$ cat config.mk
export PLATFORM = sky130hd
export DESIGN_NAME = jtframe_sndplay_flat
export DESIGN_NICKNAME = d
export VERILOG_FILES = /design/src/rtl/jtframe_sndplay_if.sv /design/src/rtl/jtframe_sndplay.sv /design/src/flat_wrapper.sv
export SDC_FILE = /design/constraint.sdc
export NUM_CORES = 1
export LEC_CHECK = 0
export BUFFER_PORTS_ARGS = -buffer_cell sky130_fd_sc_hd__buf_2
export CORE_MARGIN = 2
export CORE_UTILIZATION = 58
export DETAILED_ROUTE_END_ITERATION = 8
export GPL_TIMING_DRIVEN = 0
export PLACE_DENSITY_LB_ADDON = 0.25
export SKIP_LAST_GASP = 1
export SYNTH_ARGS = -nofsm -noshare
export SYNTH_HDL_FRONTEND = slang
export SYNTH_SLANG_ARGS = --single-unit
$ cat constraint.sdc
create_clock -name clk -period 5.3 [get_ports clk]
set_input_delay 0.265 -clock clk [delete_from_list [all_inputs] [get_ports clk]]
set_output_delay 0.265 -clock clk [all_outputs]
set_load 0.05 [all_outputs]
$ cat src/rtl/jtframe_sndplay_if.sv
// rtl/jtframe_sndplay_if.sv - recording RAM read port and sound-chip write bus
interface jtframe_sndplay_if #(
    parameter int AW = 13
);
    logic [AW-1:0] ram_addr;
    logic [7:0]    ram_data;
    logic          we;
    logic [3:0]    a;
    logic [7:0]    dout;

    modport master (
        output ram_addr,
        output we,
        output a,
        output dout,
        input  ram_data
    );

    modport slave (
        input  ram_addr,
        input  we,
        input  a,
        input  dout,
        output ram_data
    );
endinterface

$ cat src/rtl/jtframe_sndplay.sv
// rtl/jtframe_sndplay.sv - replays recorded sound-register writes paced by v5
module jtframe_sndplay #(
    parameter int AW        = 13,
    parameter int WE_CYCLES = 4
) (
    input  logic                   clk,
    input  logic                   rst,
    input  logic                   start,
    input  logic                   v5,
    jtframe_sndplay_if.master      bus,
    output logic                   busy,
    output logic                   done,
    output logic                   err
);
    localparam logic [2:0] IDLE    = 3'd0;
    localparam logic [2:0] FETCH   = 3'd1;
    localparam logic [2:0] DECODE  = 3'd2;
    localparam logic [2:0] FETCH_D = 3'd3;
    localparam logic [2:0] LOAD_D  = 3'd4;
    localparam logic [2:0] WRITE   = 3'd5;
    localparam logic [2:0] WAIT_V5 = 3'd6;
    localparam logic [2:0] DONE    = 3'd7;

    localparam int            CW       = $clog2(WE_CYCLES + 1);
    localparam logic [CW-1:0] CNT_LOAD = CW'(WE_CYCLES - 1);
    localparam logic [AW-1:0] ADDR_ONE = AW'(1);

    logic [2:0]    state;
    logic          v5l;
    logic [3:0]    hdr;
    logic [CW-1:0] cnt;
    logic          last;
    logic          v5_edge;

    assign busy    = (state != IDLE) && (state != DONE);
    assign last    = &bus.ram_addr;
    assign v5_edge = v5 & ~v5l;

    // Every address advance stops at the end of the buffer instead of wrapping.
    always_ff @(posedge clk or posedge rst) begin
        if (rst) begin
            state        <= IDLE;
            bus.ram_addr <= '0;
            bus.we       <= 1'b0;
            bus.a        <= 4'd0;
            bus.dout     <= 8'd0;
            done         <= 1'b0;
            err          <= 1'b0;
            v5l          <= 1'b0;
            hdr          <= 4'd0;
            cnt          <= '0;
        end else begin
            v5l <= v5;
            case (state)
                IDLE, DONE: begin
                    if (start) begin
                        bus.ram_addr <= '0;
                        done         <= 1'b0;
                        err          <= 1'b0;
                        state        <= FETCH;
                    end
                end
                FETCH: state <= DECODE;
                DECODE: begin
                    casez (bus.ram_data)
                        8'h00: begin
                            done  <= 1'b1;
                            state <= DONE;
                        end
                        8'h80: state <= WAIT_V5;
                        8'b0001_????: begin
                            hdr <= bus.ram_data[3:0];
                            if (last) begin
                                // header with no room for its data byte
                                err   <= 1'b1;
                                done  <= 1'b1;
                                state <= DONE;
                            end else begin
                                bus.ram_addr <= bus.ram_addr + ADDR_ONE;
                                state        <= FETCH_D;
                            end
                        end
                        default: begin
                            err <= 1'b1;
                            if (last) begin
                                done  <= 1'b1;
                                state <= DONE;
                            end else begin
                                bus.ram_addr <= bus.ram_addr + ADDR_ONE;
                                state        <= FETCH;
                            end
                        end
                    endcase
                end
                FETCH_D: state <= LOAD_D;
                LOAD_D: begin
                    bus.dout <= bus.ram_data;
                    bus.a    <= hdr;
                    bus.we   <= 1'b1;
                    cnt      <= CNT_LOAD;
                    state    <= WRITE;
                end
                WRITE: begin
                    if (cnt == '0) begin
                        bus.we <= 1'b0;
                        if (last) begin
                            done  <= 1'b1;
                            state <= DONE;
                        end else begin
                            bus.ram_addr <= bus.ram_addr + ADDR_ONE;
                            state        <= FETCH;
                        end
                    end else begin
                        cnt <= cnt - 1'b1;
                    end
                end
                WAIT_V5: begin
                    if (v5_edge) begin
                        if (last) begin
                            done  <= 1'b1;
                            state <= DONE;
                        end else begin
                            bus.ram_addr <= bus.ram_addr + ADDR_ONE;
                            state        <= FETCH;
                        end
                    end
                end
                default: state <= IDLE;
            endcase
        end
    end
endmodule

$ cat src/flat_wrapper.sv
// flat-port wrapper written by rule: the top's interface ports become plain ports
module jtframe_sndplay_flat 
#(
    parameter int AW        = 13,
    parameter int WE_CYCLES = 4
)
  (clk, rst, start, v5, busy, done, err, bus_ram_addr, bus_we, bus_a, bus_dout, bus_ram_data);
  jtframe_sndplay_if #(.AW(AW)) bus_i ();
  input  logic clk;
  input  logic rst;
  input  logic start;
  input  logic v5;
  output logic busy;
  output logic done;
  output logic err;
  output wire logic [$bits(bus_i.ram_addr)-1:0] bus_ram_addr;
  output wire logic [$bits(bus_i.we)-1:0] bus_we;
  output wire logic [$bits(bus_i.a)-1:0] bus_a;
  output wire logic [$bits(bus_i.dout)-1:0] bus_dout;
  input wire logic [$bits(bus_i.ram_data)-1:0] bus_ram_data;
  assign bus_ram_addr = bus_i.ram_addr;
  assign bus_we = bus_i.we;
  assign bus_a = bus_i.a;
  assign bus_dout = bus_i.dout;
  assign bus_i.ram_data = bus_ram_data;
  jtframe_sndplay #(.AW(AW), .WE_CYCLES(WE_CYCLES)) u_core (.clk(clk), .rst(rst), .start(start), .v5(v5), .bus(bus_i), .busy(busy), .done(done), .err(err));
endmodule
Yosys cells after proc, flatten, opt, wreduce, memory -nomap -nowiden:

Cells that the tools add are included.

* add/sub/neg operators: 2
* multiply operators: 0
* divide/modulo/power cells: 0
* $lt $le $gt $ge: 0
* eq/ne operators: 17
* shift-type cells: 0
* muxes and demuxes: 26
* bitwise operators: 2
* reduce and logical (&&, ||, !) cells: 18

Operator list (number)
* 13-bit 2-to-1 mux: 5
* 13-bit one-hot mux with 4 select lines: 1
* 3-bit one-hot mux with 7 select lines: 1
* 3-bit 2-to-1 mux: 6
* 13-bit by 1-bit adder with 13-bit output, second input constant: 1
* 13-bit AND reduction: 1
* 3-bit == test, second input constant: 4
* 5-bit AND reduction: 2
* 3-bit one-hot mux with 3 select lines: 1
* 8-bit == test, second input constant: 1
* 8-bit logical NOT: 1
* 2-bit inequality test, second input constant: 4
* 1-bit one-hot mux with 2 select lines: 4
* 3-bit by 2-bit == test with 1-bit output, second input constant: 2
* 3-bit logical NOT: 2
* 1-bit 2-to-1 mux: 6
* 3-bit one-hot mux with 2 select lines: 1
* 2-bit AND reduction: 3
* 4-bit by 1-bit == test with 1-bit output, second input constant: 1
* 2-bit by 1-bit inequality test with 1-bit output, second input constant: 2
* 1-bit one-hot mux with 4 select lines: 1
* 4-bit AND reduction: 1
* 2-bit nonzero test: 2
* 4-bit nonzero test: 1
* other kinds (10): 11

* register bits after elaboration: 39
* latch bits: 0
* bits in writable memories: 0
* bits in read-only memories: 0
* input bits: 12
* memories: 0

Logic depth before layout (Yosys ltp):

* word-level depth: 4
* mapped depth: 8
* depth with buffers taken out: 7

Worst setup path after synthesis:

No wires, ideal clock.

* path kind: register to register
* from: reg u_core.bus.ram_addr[0]
* to: reg u_core.bus.ram_addr[6]
* setup time: 124 ps
* data arrival time: 2191 ps
* path slack: 2985 ps
* cell stages (with the launch flop): 7
* path buffers: 0
* cell sequence: dfrtp_1 ha_1 nand3_1 or4_4 and3b_1 nor4bb_1 a211o_1

* word-level cells in the longest chain between the ends: 4
* elaborated cells between the ends (all ways): 7

Ends and longest elaborated chain
* start, declared: line jtframe_sndplay_if.sv:12 `output ram_addr,`
* start signal, assigned: line jtframe_sndplay.sv:79 `bus.ram_addr <= bus.ram_addr + ADDR_ONE;`
* start signal, assigned: line jtframe_sndplay.sv:89 `bus.ram_addr <= bus.ram_addr + ADDR_ONE;`
* start signal, assigned: line jtframe_sndplay.sv:110 `bus.ram_addr <= bus.ram_addr + ADDR_ONE;`
* 13-bit by 1-bit adder with 13-bit output / 13-bit AND reduction (equally long branches)
* 13-bit 2-to-1 mux (*)
* 13-bit 2-to-1 mux (on tied branches)
* 13-bit one-hot mux with 4 select lines (*): line jtframe_sndplay.sv:54 `case (state)`

Every way passes the cells marked *; elsewhere a longest branch is shown, timed or not. The select of a mux whose other input is x is not followed.
A chain may end at the register's enable or synchronous reset.

Worst setup path after layout:

* from: reg u_core.bus.ram_addr[0]
* to: reg u_core.bus.ram_addr[5]

The elaborated chain is that of the path after synthesis.

==> metrics.txt <==
Synth top area share 0.490; Yosys cell types 48; hold-fix buffers at CTS 0; clk_lat worst skew 0.35 ns; Critical Path AT 2.50 ns; CTS Buf Count 5; Fin Setup TNS 0 ns; die width ~63 µm; drt initial violations 100; DRC Markers 0; overall routing resource usage 0.251; Synth area leaders dfrtp_1, mux2_2, o31ai_1; Worst path slowest cell or4_4; clock root buffer clkbuf_4; Resize count post-CTS 0; die area 0.00392 mm²; pin count of the biggest net entering global routing 40; endpoints failing setup 0; Synth Cell Area 0.00199 mm²; first-pass GRT wire length just under 8 mm; max-slew violations 0; Seq/Total Area, Yosys 0.490; CTS clk-pin slew, worst paths 0.12 ns; commonest non-fill, non-tap cell in the layout buf_2; postcts setup bufs 0; CTS Sinks 39; fmax 0.452 GHz; crit path cell chain ha_1 -> nand3_1 -> or4_4 -> o21ai_4 -> buf_6 -> buf_8 -> o31ai_1 -> a21oi_1; Std-Cell Rows 21; number of global-route vias before repair 1656; skew final slightly above 0.004 ns; hold slack about 0.043 ns; unrepaired setup endpoints after global routing no; initial antenna violation count 0; fin crit share 0.417; CP max FO 10; status finished, final reports clean; GRT Residual Overflow 0; maximum root-to-sink buffer count 2; CTS tree built; top_reg_cell synth dfrtp_1; Final HPWL DP 3.23 mm; Setup crit end kind flop; YS warnings 0; layout cells sized above 1 0.342; vias 1686; Slew @ Worst Pin 0.791 ns; most frequent cells in the layout buf_2, dfrtp_1, mux2_2; leading area contributor after synthesis dfrtp_1; synthesized flop and latch total 39; Die Ht ~63 µm; drt first pass iters 4; Min-Delay Path Class input port to asynchronous set/reset pin; slew margin rel. 0.472; WL final 4.49 mm; H-tree depth 2; Avg Cell Area, Syn about 11 µm²; Worst Path Required 5.59 ns; cell count after synthesis 185; max-cap check violation count 0; EDFF count, synth 0; ys async rst share 1.00; Final nets 248; Critical Path Start Type flop; Port Buffer Count 40; Antenna Nets Post-Route 0; ant diodes 0; initial core utilization 0.602; CORE AREA roughly 0.0033 mm²; slowest stage delay, CP 0.60 ns; GP Congestion around 0.95; Peak VDD IR 406 µV; vias per inst 6.02; final hold vios 0; post-layout minimum cycle time between 2 and 2.5 ns; Area growth, synth to finish 18.7%; Power Dens Cells 570 mW/mm²; kind of critical path flop to flop; num ports 41; Lkg Pwr 0.00113 µW; syn_nets 200; Routed WL per cell 16.0 µm
-- where the power goes --
group	internal, µW	leakage [µW]	total (µW)	switching, µW
sequential	382	0.000502	436	54.0
combinational	199	0.000579	662	463
clock	147	0.0000514	251	104
total	727	0.00113	1350	621
-- area by class of cell --
cell class | count | area (µm²)
tap | 46 | 57.6
multi-input combinational | 130 | 926
sequential | 39 | 976
clock inverter | 3 | 67.6
clock buffer | 5 | 37.5
fill | 270 | 945
buffer | 8 | 61.3
inverter | 8 | 30.0
timing repair buffer | 41 | 210
-- through the flow --
| step | std cells | cell area [µm²] | utilization | setup WS [ns] | total power [µW] |
|---|---|---|---|---|---|
| 6_report | 280 | 2370 | 0.715 | 3.09 | 1350 |
| 5_1_grt | 280 | 2370 | 0.715 | 2.97 | 1420 |
| 4_1_cts | 279 | 2360 | 0.712 | 3.10 | 1350 |
| 3_5_place_dp | 271 | 2250 | 0.680 | 3.15 | 1100 |
| 3_3_place_gp | 271 | 2250 | 0.680 | 3.23 | 1070 |
| 2_1_floorplan | 185 | 1990 | - | 2.99 | 945 |
-- state kept, by name (all words and copies together) (netlist names) --
signal and flops:
u_core.bus.a 4, u_core.bus.dout 8, u_core.bus.ram_addr 13, u_core.bus.we 1, u_core.cnt 3, u_core.done 1, u_core.err 1, u_core.hdr 4
u_core.state 3, u_core.v5l 1
-- worst paths after layout --
path	cells after the start	to	from	slack [ns]
worst max register to register	8	u_core.bus.ram_addr[5]	u_core.bus.ram_addr[0]	3.09
worst min register to register	1	u_core.cnt[0]	u_core.cnt[0]	0.51
max in group asynchronous	2	u_core.bus.dout[3]	rst	4.76
worst min-delay path	2	u_core.bus.ram_addr[12]	rst	0.04
worst max-delay path	8	u_core.bus.ram_addr[5]	u_core.bus.ram_addr[0]	3.09
min in group clk	2	u_core.bus.dout[1]	bus_ram_data[1]	0.16
-- synthesized netlist by cell type, drive strengths merged, types with 2 or more instances --
cell,number
nor2b,2
and2,2
o31ai,10
o21ai,11
and4,2
dfrtp,39
mux2,16
buf,8
and3b,2
nand4,3
or3,3
nand3,8
inv,7
a21oi,13
nand2,11
ha,3
nor3,7
or4,7
a31oi,4
nor2,9
-- kinds of logic (layout without fill, tap and decap cells) --
| group | after synthesis | after routing | synth area share |
|---|---|---|---|
| AO/OA/AOI/OAI | 47 | 47 | 0.163 |
| XOR/XNOR | 1 | 1 | 0.00440 |
| adder cells (fa/ha/maj) | 3 | 3 | 0.0188 |
| buffers and inverters | 16 | 65 | 0.0458 |
| flip-flops | 39 | 39 | 0.490 |
| multiplexers | 17 | 17 | 0.0954 |
| AND/OR/NAND/NOR | 62 | 62 | 0.183 |
-- metal layers --
layer  routed length [µm]  track usage
met5                    0            0
met1                 2020        0.343
met2                 2110        0.403
met3                  277       0.0396
met4                   83        0.103
-- worst max-delay path: cells and delay by family (launching register included) --
family                   cells  cell delay [ns]
adder cells (fa/ha/maj)      1             0.21
flip-flops                   1             0.46
buffers and inverters        2             0.31
AO/OA/AOI/OAI                3             0.40
AND/OR/NAND/NOR              2             0.76
Note: power is estimated with default switching activity, not from simulation.
